### src/rtl/rally_referee.sv
// rally_referee: consumes ball block events, keeps rally count and scores,
// declares the game winner and drives the hold/restart control back to the
// ball block.
//
// state | meaning
// IDLE  | ball held, waiting for a serve
// RALLY | ball in play, counting returns and watching for points
// POINT | ball held for HOLD_CYCLES after a point or let
// OVER  | game decided, scores frozen until the next serve
module rally_referee #(
  parameter int POS_W       = 16,
  parameter int WIN_SCORE   = 7,
  parameter int HOLD_CYCLES = 50000000
) (
  input  logic             clk,
  input  logic             rst,
  input  logic [POS_W-1:0] ball_pos,
  input  logic             ball_return,
  input  logic             point_one,
  input  logic             point_two,
  input  logic             serve_btn,
  output logic             ball_hold,
  output logic             serve_side,
  output logic [3:0]       score_one,
  output logic [3:0]       score_two,
  output logic [7:0]       rally_cnt,
  output logic             game_over,
  output logic [1:0]       winner,
  output logic             pos_err
);

  localparam int HW = (HOLD_CYCLES > 1) ? $clog2(HOLD_CYCLES) : 1;
  localparam logic [HW-1:0] HOLD_LOAD = HW'(HOLD_CYCLES - 1);
  localparam logic [3:0]    WIN4      = 4'(WIN_SCORE);

  typedef enum logic [1:0] {S_IDLE, S_RALLY, S_POINT, S_OVER} state_t;

  state_t state, state_nxt;

  logic [HW-1:0] hold_cnt;
  logic          ret_q, p1_q, p2_q, srv_q;
  logic          ret_ev, p1_ev, p2_ev, srv_ev;
  logic          pos_onehot;
  logic          win_hit;

  assign ret_ev = ball_return & ~ret_q;
  assign p1_ev  = point_one & ~p1_q;
  assign p2_ev  = point_two & ~p2_q;
  assign srv_ev = serve_btn & ~srv_q;

  // exactly one bit set: nonzero and clearing the lowest set bit leaves zero
  assign pos_onehot = (ball_pos != '0) && ((ball_pos & (ball_pos - 1'b1)) == '0);

  assign win_hit = (score_one == WIN4) || (score_two == WIN4);

  // outputs decoded from the registered state only
  assign ball_hold = (state != S_RALLY);
  assign game_over = (state == S_OVER);

  // input history for rising-edge detection
  always_ff @(posedge clk) begin
    if (rst) begin
      ret_q <= 1'b0;
      p1_q  <= 1'b0;
      p2_q  <= 1'b0;
      srv_q <= 1'b0;
    end else begin
      ret_q <= ball_return;
      p1_q  <= point_one;
      p2_q  <= point_two;
      srv_q <= serve_btn;
    end
  end

  // state register
  always_ff @(posedge clk) begin
    if (rst) state <= S_IDLE;
    else     state <= state_nxt;
  end

  // next-state decode
  always_comb begin
    state_nxt = state;
    case (state)
      S_IDLE:  if (srv_ev) state_nxt = S_RALLY;
      S_RALLY: if (p1_ev || p2_ev) state_nxt = S_POINT;
      S_POINT: if (hold_cnt == '0) state_nxt = win_hit ? S_OVER : S_IDLE;
      S_OVER:  if (srv_ev) state_nxt = S_IDLE;
      default: state_nxt = S_IDLE;
    endcase
  end

  // scores, rally count, hold timer, serve side, winner and position fault
  always_ff @(posedge clk) begin
    if (rst) begin
      hold_cnt   <= '0;
      score_one  <= 4'd0;
      score_two  <= 4'd0;
      rally_cnt  <= 8'd0;
      serve_side <= 1'b0;
      winner     <= 2'b00;
      pos_err    <= 1'b0;
    end else begin
      case (state)
        S_IDLE: begin
          if (srv_ev) rally_cnt <= 8'd0;
        end
        S_RALLY: begin
          if (!pos_onehot) pos_err <= 1'b1;
          if (ret_ev && rally_cnt != 8'hFF) rally_cnt <= rally_cnt + 8'd1;
          if (p1_ev || p2_ev) hold_cnt <= HOLD_LOAD;
          // simultaneous point edges are a let: no score change
          if (p1_ev && !p2_ev) score_one <= score_one + 4'd1;
          if (p2_ev && !p1_ev) score_two <= score_two + 4'd1;
        end
        S_POINT: begin
          if (hold_cnt != '0) begin
            hold_cnt <= hold_cnt - 1'b1;
          end else if (win_hit) begin
            winner <= (score_one == WIN4) ? 2'b01 : 2'b10;
          end else begin
            serve_side <= ~serve_side;
          end
        end
        S_OVER: begin
          if (srv_ev) begin
            score_one  <= 4'd0;
            score_two  <= 4'd0;
            rally_cnt  <= 8'd0;
            winner     <= 2'b00;
            serve_side <= 1'b0;
          end
        end
        default: ;
      endcase
    end
  end

endmodule

### config.mk
export PLATFORM = sky130hd
export DESIGN_NAME = rally_referee
export DESIGN_NICKNAME = d
export VERILOG_FILES = /design/src/rtl/rally_referee.sv
export SDC_FILE = /design/constraint.sdc
export NUM_CORES = 1
export LEC_CHECK = 0
export ABC_AREA = 1
export BUFFER_PORTS_ARGS = -buffer_cell sky130_fd_sc_hd__buf_2
export CAP_MARGIN = 20
export CORE_UTILIZATION = 58
export DETAILED_ROUTE_END_ITERATION = 10
export PLACE_DENSITY = 0.91
export SETUP_SLACK_MARGIN = 0.1
export SLEW_MARGIN = 20
export SYNTH_ARGS = -nofsm -noshare
export SYNTH_HDL_FRONTEND = slang
export SYNTH_SLANG_ARGS = --single-unit
### constraint.sdc
create_clock -name clk -period 2.3 [get_ports clk]
set_clock_uncertainty 0.15 [all_clocks]
set_input_delay 0.46 -clock clk [delete_from_list [all_inputs] [get_ports clk]]
set_output_delay 0.46 -clock clk [all_outputs]
set_load 0.02 [all_outputs]
==> impl_metrics.xml <==
<?xml version="1.0" encoding="UTF-8"?>
<metrics>
  <group name="die">
    <metric name="floorplan.initialDensity" unit="">0.601</metric>
    <metric name="fp.dieArea" unit="sq um">6010</metric>
    <metric name="die_height" unit="um">77.5</metric>
    <metric name="ios" unit="">44</metric>
    <metric name="num_rows" unit="">27</metric>
    <metric name="core_area" unit="sq um">5510</metric>
    <metric name="chipWidth" unit="um">77.5</metric>
  </group>
  <group name="setup_path">
    <metric name="crit_family" unit="">compound AO/OA/AOI/OAI gates</metric>
    <metric name="timing.critical_path.from_type" unit="">flop</metric>
    <metric name="critical_path.max_stage_delay" unit="ns">0.45</metric>
    <metric name="rr_worst_depth" unit="">7</metric>
    <metric name="path_depth" unit="">7</metric>
    <metric name="worst_ep_arrival_time" unit="ns">2.11</metric>
    <metric name="cp_data_required_time" unit="ns">2.35</metric>
    <metric name="criticalPathCategory" unit="">flop to flop</metric>
    <metric name="path_max_fanout" unit="">5</metric>
    <metric name="critPathMostFrequentCell" unit="">sky130_fd_sc_hd__o21ai_0</metric>
    <metric name="worstSetupEndpointType" unit="">flop</metric>
    <metric name="critical_path.cell_chain" unit="">inv_1 &gt; ha_1 &gt; buf_4 &gt; o21ai_0 &gt; nand2_1 &gt; o21ai_0 &gt; nor3b_1</metric>
    <metric name="rrSetupSlack" unit="ns">0.24</metric>
    <metric name="cp_slowest_cell" unit="">sky130_fd_sc_hd__o21ai_0</metric>
    <metric name="number_of_buffer_and_inverter_instances_along_the_worst_setup_path" unit="">2</metric>
  </group>
  <group name="sta">
    <metric name="final-hold-violation-count" unit="">0</metric>
    <metric name="timing.final.max_slew_violations" unit="">0</metric>
    <metric name="rsz0062_at_grt" unit="">no</metric>
    <metric name="max_freq" unit="GHz">0.485</metric>
    <metric name="finalSetupViolations" unit="">0</metric>
    <metric name="max-slew-margin-rel" unit="">0.676</metric>
    <metric name="post-route-min-period" unit="ns">2.06</metric>
    <metric name="timing.final.crit_share" unit="">0.896</metric>
    <metric name="worst_max_slew_pin_slew" unit="ns">0.480</metric>
    <metric name="fin_setup_tns" unit="ns">0</metric>
  </group>
  <group name="clock_tree">
    <metric name="cts.path.max_buffers" unit="">2</metric>
    <metric name="tritoncts_buffers" unit="">5</metric>
    <metric name="clock_tree_from_tritoncts" unit="">built</metric>
    <metric name="clkTransAtPathRegs" unit="ns">0.10</metric>
    <metric name="cts.root.buffer_cell" unit="">sky130_fd_sc_hd__clkbuf_8</metric>
    <metric name="htree_levels" unit="">2</metric>
    <metric name="clk-insertion-delay-late" unit="ns">0.32</metric>
    <metric name="cts_num_sinks" unit="">52</metric>
    <metric name="post-cts-setup-buffers" unit="">0</metric>
  </group>
  <group name="final_layout">
    <metric name="areaGrowthSynthToFinish" unit="%">13.0</metric>
    <metric name="highest_count_cells_in_the_layout_ignoring_fill_and_taps" unit="">sky130_fd_sc_hd__nand2_1 (105), sky130_fd_sc_hd__nor2_1 (93), sky130_fd_sc_hd__dfxtp_1 (52), sky130_fd_sc_hd__inv_1 (47), sky130_fd_sc_hd__buf_2 (43)</metric>
    <metric name="mostFrequentLayoutCell" unit="">sky130_fd_sc_hd__nand2_1</metric>
    <metric name="multiInputGateArea" unit="sq um">2040</metric>
    <metric name="antenna_cells" unit="">0</metric>
    <metric name="stdcell_count" unit="">625</metric>
    <metric name="fill_cells" unit="">444</metric>
    <metric name="layout.area.seq" unit="sq um">1040</metric>
    <metric name="drive_above_1_share" unit="">0.175</metric>
    <metric name="layout.nets" unit="">582</metric>
  </group>
  <group name="detailed_routing">
    <metric name="finalWirelength" unit="um">8080</metric>
    <metric name="via_count" unit="">3491</metric>
    <metric name="avgViaCountPerCell" unit="">5.59</metric>
    <metric name="dr.first_iter.drc_count" unit="">302</metric>
    <metric name="routed_wire_length_per_instance" unit="um">12.9</metric>
    <metric name="drt_drc_violations_left" unit="">0</metric>
    <metric name="final_antenna_net_count" unit="">0</metric>
    <metric name="drt_pass1_iterations" unit="">5</metric>
  </group>
  <group name="synthesis">
    <metric name="synthFlopType" unit="">sky130_fd_sc_hd__dfxtp_1</metric>
    <metric name="synthArstFlopShare" unit="">0</metric>
    <metric name="syn_inst" unit="">507</metric>
    <metric name="post_syn_area_per_cell" unit="sq um">6.52</metric>
    <metric name="postSynthNetCount" unit="">537</metric>
    <metric name="synth_top_family_by_area" unit="">simple AND/OR/NAND/NOR gates</metric>
    <metric name="synth_seq_cells" unit="">52</metric>
    <metric name="number_of_flops_mapped_to_enable_cells_by_yosys" unit="">0</metric>
    <metric name="synth_sequential_area_ratio" unit="">0.315</metric>
    <metric name="synth_area" unit="sq um">3310</metric>
    <metric name="yosysWarnings" unit="">0</metric>
    <metric name="synth-adder-area-share" unit="">0.0303</metric>
    <metric name="synth.mux.area_fraction" unit="">0</metric>
    <metric name="synthSimpleGateAreaFrac" unit="">0.384</metric>
    <metric name="synth_cell_type_count" unit="">38</metric>
    <metric name="synth-xor-area-share" unit="">0.0609</metric>
    <metric name="synth_compound_area_frac" unit="">0.132</metric>
  </group>
  <group name="place">
    <metric name="placement.io_buffers" unit="">43</metric>
    <metric name="gp_routability_congestion" unit="">1.06</metric>
    <metric name="placedCellCount" unit="">616</metric>
    <metric name="detailedPlacementHpwl" unit="um">5720</metric>
  </group>
  <group name="run_status">
    <metric name="status" unit="">completed</metric>
  </group>
  <group name="grt">
    <metric name="vias_in_the_first_global_route" unit="">3237</metric>
    <metric name="grt_first_pass_wirelength" unit="um">13600</metric>
    <metric name="grt.overflow.total" unit="">0</metric>
    <metric name="grt_start_max_net_pins" unit="">40</metric>
    <metric name="globalRouteTotalUtil" unit="">0.275</metric>
    <metric name="number_of_antenna_violations_at_the_first_check_in_global_routing" unit="">0</metric>
  </group>
  <group name="pwr">
    <metric name="power_density" unit="nW/um^2">1270</metric>
    <metric name="vdd.ir_drop.worst" unit="mV">0.924</metric>
    <metric name="share_of_power_burned_in_the_clock_network" unit="">0.135</metric>
    <metric name="intPower" unit="W">0.00236</metric>
    <metric name="power_switching_share" unit="">0.503</metric>
    <metric name="power_switching" unit="W">0.00239</metric>
    <metric name="power_frac_comb" unit="">0.590</metric>
    <metric name="p_leak" unit="nW">1.65</metric>
    <metric name="seqPwrFrac" unit="">0.275</metric>
  </group>
  <group name="hold_path">
    <metric name="min-delay-path-class" unit="">input pin to flop</metric>
    <metric name="worstHoldPathCells" unit="">3</metric>
  </group>
  <group name="job">
    <metric name="max_cap_violations" unit="">0</metric>
  </group>
</metrics>
-- timing repair --
action,in CTS,in global routing
setup endpoints to repair,0,35
gates resized for setup,0,7
hold buffers,0,0
-- worst paths after layout --
path,start,endpoint
hold reg to reg,pos_err$_SDFFE_PP0P_,pos_err$_SDFFE_PP0P_
setup reg to reg,state[1]$_SDFFE_PP0P_,score_one[3]$_SDFFE_PP0P_
hold / removal,ball_return,ret_q$_SDFF_PP0_
setup / recovery,state[1]$_SDFFE_PP0P_,score_one[3]$_SDFFE_PP0P_
-- layout make-up --
| class | instances | share of cell area |
|---|---|---|
| clock buffers | 5 | 0.0184 |
| clock inverters | 3 | 0.0114 |
| inverters | 50 | 0.0535 |
| multi-input cells | 395 | 0.547 |
| flip-flops and latches | 52 | 0.278 |
| well taps | 72 | 0.0241 |
| repair buffers | 48 | 0.0676 |
-- logic make-up (layout without fill, tap and decap cells) --
logic type | Yosys count | after routing
fa+ha+maj | 8 | 8
buf+inv | 61 | 106
compound gates | 76 | 76
simple gates | 287 | 288
xor+xnor | 23 | 23
flops | 52 | 52
-- Yosys cell counts, types with 4 or more instances --
| library cell | instances | area [sq um] |
|---|---|---|
| sky130_fd_sc_hd__dfxtp_1 | 52 | 1040 |
| sky130_fd_sc_hd__xor2_1 | 14 | 123 |
| sky130_fd_sc_hd__nand2_2 | 9 | 56.3 |
| sky130_fd_sc_hd__o21ai_0 | 26 | 130 |
| sky130_fd_sc_hd__a21oi_2 | 11 | 96.3 |
| sky130_fd_sc_hd__nor3b_1 | 4 | 30.0 |
| sky130_fd_sc_hd__a21oi_1 | 31 | 155 |
| sky130_fd_sc_hd__xnor2_1 | 9 | 78.8 |
| sky130_fd_sc_hd__nand4_1 | 12 | 75.1 |
| sky130_fd_sc_hd__nor2_1 | 93 | 349 |
| sky130_fd_sc_hd__nand3_1 | 37 | 185 |
| sky130_fd_sc_hd__ha_1 | 8 | 100 |
| sky130_fd_sc_hd__inv_1 | 48 | 180 |
| sky130_fd_sc_hd__clkbuf_1 | 5 | 18.8 |
| sky130_fd_sc_hd__nor3_1 | 10 | 50.1 |
| sky130_fd_sc_hd__nand2_1 | 106 | 398 |
| sky130_fd_sc_hd__nor2_2 | 5 | 31.3 |
-- per-stage QoR --
stage	total power [W]	area, sq um	setup slack (ns)	util	hold slack, ns
floorplan	0.00340	3310	0.411	-	0.302
global placement	0.00384	3590	0.249	0.651	0.285
detailed placement	0.00393	3590	0.197	0.651	0.297
CTS	0.00459	3700	0.183	0.672	0.197
global route	0.00510	3740	0.126	0.679	0.213
finish	0.00475	3740	0.238	0.679	0.201
-- worst reg2reg max path: cells and delay by family (launching register included) --
kind / cells / cell delay, ns
compound gates: 2 / 0.62
fa+ha+maj: 1 / 0.21
buf+inv: 2 / 0.27
flops: 1 / 0.38
simple gates: 2 / 0.32
-- per-layer routing --
layer  track usage  wire length, um  up-vias
met1         0.319             3400     1575
met2         0.497             3950      168
li1              -                -     1729
met5             0                0        -
met4         0.113              174        0
met3        0.0424              553       19
-- power by group through the flow --
stage          logic (W)  clock network [W]  registers, W
2_1_floorplan    0.00204                  0       0.00136
3_3_place_gp     0.00253                  0       0.00131
3_5_place_dp     0.00261                  0       0.00132
4_1_cts          0.00265           0.000643       0.00130
5_1_grt          0.00309           0.000675       0.00133
6_report         0.00280           0.000639       0.00131
-- flip-flops by register name (all words and copies together) (netlist names) --
| signal | cells |
|---|---|
| hold_cnt | 26 |
| p1_q | 1 |
| p2_q | 1 |
| pos_err | 1 |
| rally_cnt | 8 |
| ret_q | 1 |
| score_one | 4 |
| score_two | 4 |
| serve_side | 1 |
| srv_q | 1 |
| state | 2 |
| winner | 2 |
No activity file was read; power rests on OpenSTA's default activity.
